--- config.mk ---
export PLATFORM = sky130hd
export DESIGN_NAME = fp_sub_result_buffer
export DESIGN_NICKNAME = d
export VERILOG_FILES = /design/src/rtl/fp_pkg.sv /design/src/rtl/fp_canon.sv /design/src/rtl/fp_sub_result_buffer.sv
export SDC_FILE = /design/constraint.sdc
export NUM_CORES = 1
export LEC_CHECK = 0
export ABC_CLOCK_PERIOD_IN_PS = 11400
export BUFFER_PORTS_ARGS = -buffer_cell sky130_fd_sc_hd__buf_2
export CAP_MARGIN = 15
export CORE_ASPECT_RATIO = 0.6
export CORE_UTILIZATION = 40
export CTS_CLUSTER_SIZE = 28
export DETAILED_ROUTE_END_ITERATION = 12
export PLACE_DENSITY_LB_ADDON = 0.2
export SETUP_SLACK_MARGIN = 0.02
export SYNTH_ARGS = -nofsm -noshare
export SYNTH_HDL_FRONTEND = slang
export SYNTH_SLANG_ARGS = --single-unit
--- constraint.sdc ---
create_clock -name clk -period 11.4 [get_ports clk]
set_clock_uncertainty 0.05 [all_clocks]
set_input_delay 0 -clock clk [delete_from_list [all_inputs] [get_ports clk]]
set_output_delay 0 -clock clk [all_outputs]
set_load 0.05 [all_outputs]
--- src/rtl/fp_pkg.sv ---
// Shared single-precision field constants, flag/entry types and the classifier
// used by the FP ALU result paths.
package fp_pkg;

    localparam int SIGN_BIT = 31;
    localparam int EXP_MSB  = 30;
    localparam int EXP_LSB  = 23;
    localparam int MANT_W   = 23;
    localparam logic [7:0] EXP_MAX = 8'hFF;

    typedef struct packed {
        logic ovf;
        logic unf;
        logic nan;
        logic inf;
        logic zero;
    } fp_flags_t;

    typedef struct packed {
        logic nan;
        logic inf;
        logic zero;
    } fp_class_t;

    // One FIFO entry: canonical word plus the subtractor flags as received.
    typedef struct packed {
        logic [31:0] s;
        logic        ovf;
        logic        unf;
    } fp_entry_t;

    function automatic fp_class_t fp_classify(input logic [31:0] word);
        fp_class_t             c;
        logic [7:0]            e;
        logic [MANT_W-1:0]     m;
        e      = word[EXP_MSB:EXP_LSB];
        m      = word[MANT_W-1:0];
        c.zero = (word[SIGN_BIT-1:0] == '0);
        c.inf  = (e == EXP_MAX) && (m == '0);
        c.nan  = (e == EXP_MAX) && (m != '0);
        return c;
    endfunction

endpackage

--- src/rtl/fp_canon.sv ---
// Combinational result canonicalizer: overflow forces signed infinity,
// underflow forces signed zero, overflow wins when both are flagged.
module fp_canon
    import fp_pkg::*;
(
    input  logic [31:0] s,
    input  logic        overflow,
    input  logic        underflow,
    output logic [31:0] canon_s
);

    always_comb begin
        canon_s = s;
        if (overflow) begin
            canon_s = {s[SIGN_BIT], EXP_MAX, {MANT_W{1'b0}}};
        end else if (underflow) begin
            canon_s = {s[SIGN_BIT], 31'h0};
        end
    end

endmodule

--- src/rtl/fp_sub_result_buffer.sv ---
// Subtractor result buffer: canonicalizes results, queues them in a small FIFO,
// and tracks sticky overflow/underflow status plus a saturating result count.
module fp_sub_result_buffer
    import fp_pkg::*;
#(
    parameter int DEPTH = 4,
    parameter int CNT_W = 16
) (
    input  logic             clk,
    input  logic             rst,
    input  logic             in_valid,
    output logic             in_ready,
    input  logic [31:0]      in_s,
    input  logic             in_overflow,
    input  logic             in_underflow,
    output logic             out_valid,
    input  logic             out_ready,
    output logic [31:0]      out_s,
    output logic [4:0]       out_flags,
    output logic             sticky_ovf,
    output logic             sticky_unf,
    input  logic             stat_clr,
    output logic [CNT_W-1:0] result_count
);

    localparam int AW = $clog2(DEPTH);
    localparam int PW = AW + 1;
    localparam logic [PW-1:0]    FULL_XOR = {1'b1, {AW{1'b0}}};
    localparam logic [CNT_W-1:0] CNT_MAX  = '1;

    // Handshake: a transfer happens on a rising edge where valid && ready.
    // in_ready and out_valid come only from registered pointers, so neither
    // side's ready/valid ever depends combinationally on the other side.
    fp_entry_t       mem [DEPTH];
    logic [PW-1:0]   wr_ptr;
    logic [PW-1:0]   rd_ptr;
    logic            full;
    logic            empty;
    logic            push;
    logic            pop;
    logic [31:0]     canon_s;
    fp_entry_t       head;
    fp_class_t       head_cls;
    fp_flags_t       head_flags;

    fp_canon u_canon (
        .s         (in_s),
        .overflow  (in_overflow),
        .underflow (in_underflow),
        .canon_s   (canon_s)
    );

    assign full      = ((wr_ptr ^ rd_ptr) == FULL_XOR);
    assign empty     = (wr_ptr == rd_ptr);
    assign in_ready  = !full;
    assign out_valid = !empty;
    assign push      = in_valid && in_ready;
    assign pop       = out_valid && out_ready;

    always_ff @(posedge clk or posedge rst) begin
        if (rst) begin
            wr_ptr <= '0;
            rd_ptr <= '0;
            for (int i = 0; i < DEPTH; i++) begin
                mem[i] <= '0;
            end
        end else begin
            if (push) begin
                mem[wr_ptr[AW-1:0]] <= '{s: canon_s, ovf: in_overflow, unf: in_underflow};
                wr_ptr              <= wr_ptr + PW'(1);
            end
            if (pop) begin
                rd_ptr <= rd_ptr + PW'(1);
            end
        end
    end

    assign head     = mem[rd_ptr[AW-1:0]];
    assign head_cls = fp_classify(head.s);

    always_comb begin
        head_flags      = '0;
        head_flags.ovf  = head.ovf;
        head_flags.unf  = head.unf;
        head_flags.nan  = head_cls.nan;
        head_flags.inf  = head_cls.inf;
        head_flags.zero = head_cls.zero;
    end

    // The cleared head word classifies as zero, so flags are masked while empty.
    assign out_s     = head.s;
    assign out_flags = out_valid ? head_flags : 5'b0;

    // A set in the same cycle as stat_clr wins.
    always_ff @(posedge clk or posedge rst) begin
        if (rst) begin
            sticky_ovf <= 1'b0;
            sticky_unf <= 1'b0;
        end else begin
            sticky_ovf <= (sticky_ovf && !stat_clr) || (push && in_overflow);
            sticky_unf <= (sticky_unf && !stat_clr) || (push && in_underflow);
        end
    end

    always_ff @(posedge clk or posedge rst) begin
        if (rst) begin
            result_count <= '0;
        end else if (push) begin
            if (stat_clr) begin
                result_count <= CNT_W'(1);
            end else if (result_count != CNT_MAX) begin
                result_count <= result_count + CNT_W'(1);
            end
        end else if (stat_clr) begin
            result_count <= '0;
        end
    end

endmodule

==> flow_summary.ini <==
[sta]
slew_headroom_pct = 36.6
tns_ns = 0
final_hold_viol_count = 0
period_minus_slack_ns = 3.61
worst_pin_slew_ns = 0.952
fmax_mhz = 277
drv_slew = 0
final-setup-viol-count = 0
fin_crit_sh_pct = 31.6
rsz0062_at_grt = false

[synthesis]
syn_area_um2 = 7150
synth_edf_count = 0
synth-adder-area-share_pct = 1.05
async_flop_share_pct = 100
ys_warn_count = 0
yosys.area_share.xor_xnor_pct = 2.21
synthMuxAreaShare_pct = 12.6
synth_nets = 706
synth_top_family_by_area = simple AND/OR/NAND/NOR gates
syn_area_per_cell_um2 = 10.8
synth-compound-area-share_pct = 11.8
ys_seq_area_share_pct = 56.0
ys.flop_type = dfrtp_1
synthSimpleGateAreaFrac_pct = 12.9
syn_inst = 661
ys_ff_latch = 160
synth_cell_type_count = 42

[setup_path]
r2r_slack_ns = 8.21
crit_path_top_delay_cell = dfrtp_2
crit_required_ns = 11.35
worstPathArrival_ns = 3.56
cp-start-kind = flop
r2r_start = rd_ptr[1]
slowest_delay_ns = 0.67
crit_family = simple AND/OR/NAND/NOR gates
critPathMaxFanout = 23
path_buf_inv = 2
rr_worst_depth = 5
end_kind = output pin
crit_chain = buf_4 > mux4_2 > nor4_1 > nand4_1 > nor2_1 > and3_1 > buf_2
path_class = flop to output pin
worstReg2RegEnd = mem[101]

[clock_tree]
clk_pin_slew_ns = 0.06
cts_sinks = 160
cts_tree = built
cts_buffers = 17
htree_levels = 4
cts-root-buf = clkbuf_16
cts.repair.resized = 0
insertion_delay_ns = 0.42
clock_path_buffers = 2

[floorplan]
dieArea_um2 = 18400
core_area_um2 = 17300
fp.dieW_um = 175
dieHeight_um = 106
fp-row-count = 37
initial_core_util_pct = 41.3
pin_count = 96

[finish]
n_antenna_cell = 0
ff_latch_area_um2 = 4010
drive_above_1_share_pct = 22.8
fin_cells = 1020
design.final.nets = 818
syn_to_final_growth_pct = 22.6
n_fill_cell = 1579
multi_input_area_um2 = 2910

[drt]
m1WireLength_um = 8500
drtIter0Drc = 350
num_vias = 5286
wl_met2_um = 8000
drc = 0
top_layer = met4
vias_per_cell = 5.18
ant_nets = 0
wl_per_cell_um = 17.1
drt-total-wl_um = 17400
drtPass1Iterations = 5
wl_met3_um = 749

[grt]
grt_overflow = 0
global_route.usage.total_pct = 20.5
grt_max_degree = 85
grt_pass1_wl_um = 28600
grt_pass1_vias = 5381
antenna_found_initial = 0

[pwr]
powerDensity_nw_per_um2 = 319
p_leak_uw = 0.00396
vdd_drop_max_uv = 162

[place]
placed_cells = 952
place.gp.congestion = 0.822
port_buffers = 95
hpwl_um = 11500

[hold_path]
hp-start = in_overflow
min_delay_path_depth = 2
hold_class = input port to flop
hold-path-endpoint = sticky_ovf

[flow_run]
max_cap_viol_count = 0

[status]
status = finished clean
-- worst max path at each step --
stage                         start  cells past startpoint  slack, ns            to
after floorplan                 rst                      1       7.03        mem[0]
after detailed placement  rd_ptr[0]                      7       8.21  out_flags[0]
final                     rd_ptr[0]                      7       7.79  out_flags[0]
after CTS                 rd_ptr[0]                      7       7.73  out_flags[0]
after global placement    rd_ptr[0]                      7       8.24  out_flags[0]
after global routing      rd_ptr[0]                      7       7.51  out_flags[0]
-- flip-flops by register name (all words and copies together), names as in the netlist --
signal and flops:
mem 136, result_count 16, rd_ptr 3, wr_ptr 3, sticky_ovf 1, sticky_unf 1
-- layer usage --
layer	up-vias	track usage [%]
met5	-	0
met4	0	6.15
met3	13	4.11
met2	112	31.6
met1	2602	29.3
li1	2559	-
-- power breakdown --
group          internal (µW)  switching [µW]
logic                    400             822
clock network            378             234
registers                794             169
total                   1570            1230
-- cells in the mapped netlist (2+ instances only) --
cell type / instances / area, µm²
a2111oi_0: 2 / 17.5
a211oi_1: 5 / 37.5
a21oi_1: 11 / 55.1
a22o_1: 2 / 17.5
and2_1: 6 / 37.5
and3_1: 2 / 12.5
and4_1: 2 / 17.5
buf_2: 23 / 115
buf_4: 2 / 15.0
buf_6: 2 / 22.5
clkbuf_1: 17 / 63.8
dfrtp_1: 160 / 4000
ha_1: 6 / 75.1
inv_1: 6 / 22.5
mux2_1: 10 / 113
mux4_2: 34 / 766
nand2_1: 165 / 619
nand3_1: 3 / 15.0
nand4_1: 8 / 50.1
nor2_1: 20 / 75.1
nor3_1: 5 / 25.0
nor4_1: 5 / 31.3
o2111ai_1: 2 / 17.5
o21ai_0: 5 / 25.0
o21ai_1: 124 / 621
or3_1: 2 / 12.5
xnor2_1: 11 / 96.3
xor2_1: 7 / 61.3
-- repair_timing --
action | in CTS | in global routing
endpoints found under the hold margin | 232 | 0
buffers inserted | 0 | 0
hold buffers | 36 | 0
setup endpoints to repair | 0 | 0
-- cell usage in the layout (no fill, tap or decap), types with 11 or more instances in the layout --
master,n
dfrtp_1,158
dlygate4sd3_1,36
clkbuf_16,17
buf_2,95
xnor2_1,11
nor2_1,19
a21oi_1,11
nand2_1,161
o21ai_1,124
mux4_2,34
-- cells by family (layout without fill, tap and decap cells) --
family / Yosys count / in the layout
adder cells (fa/ha/maj): 6 / 6
multiplexers: 46 / 46
AND/OR/NAND/NOR: 222 / 222
AO/OA/AOI/OAI: 157 / 157
buffers and inverters: 52 / 177
flip-flops: 160 / 160
XOR/XNOR: 18 / 18
-- metrics by stage --
| step | instance area (µm²) | util (%) | setup WS [ns] | power (µW) | hold WS, ns |
|---|---|---|---|---|---|
| after CTS | 8770 | 50.6 | 7.73 | 2820 | 0.00865 |
| after detailed placement | 7770 | 44.9 | 8.21 | 2190 | 0.146 |
| after floorplan | 7150 | - | 7.03 | 1890 | 0.0817 |
| final | 8770 | 50.6 | 7.79 | 2800 | 0.0343 |
| after global placement | 7770 | 44.9 | 8.24 | 2150 | 0.132 |
| after global routing | 8770 | 50.6 | 7.51 | 2970 | 0.0336 |
-- cell type report --
class                   instances  share of cell area [%]
clock inverters                13                    2.10
repair buffers                138                    10.1
clock buffers                  19                    5.17
inverters                       7                   0.357
flip-flops and latches        160                    45.7
well taps                     234                    3.34
multi-input cells             449                    33.2
No activity file was read; power rests on OpenSTA's default activity.
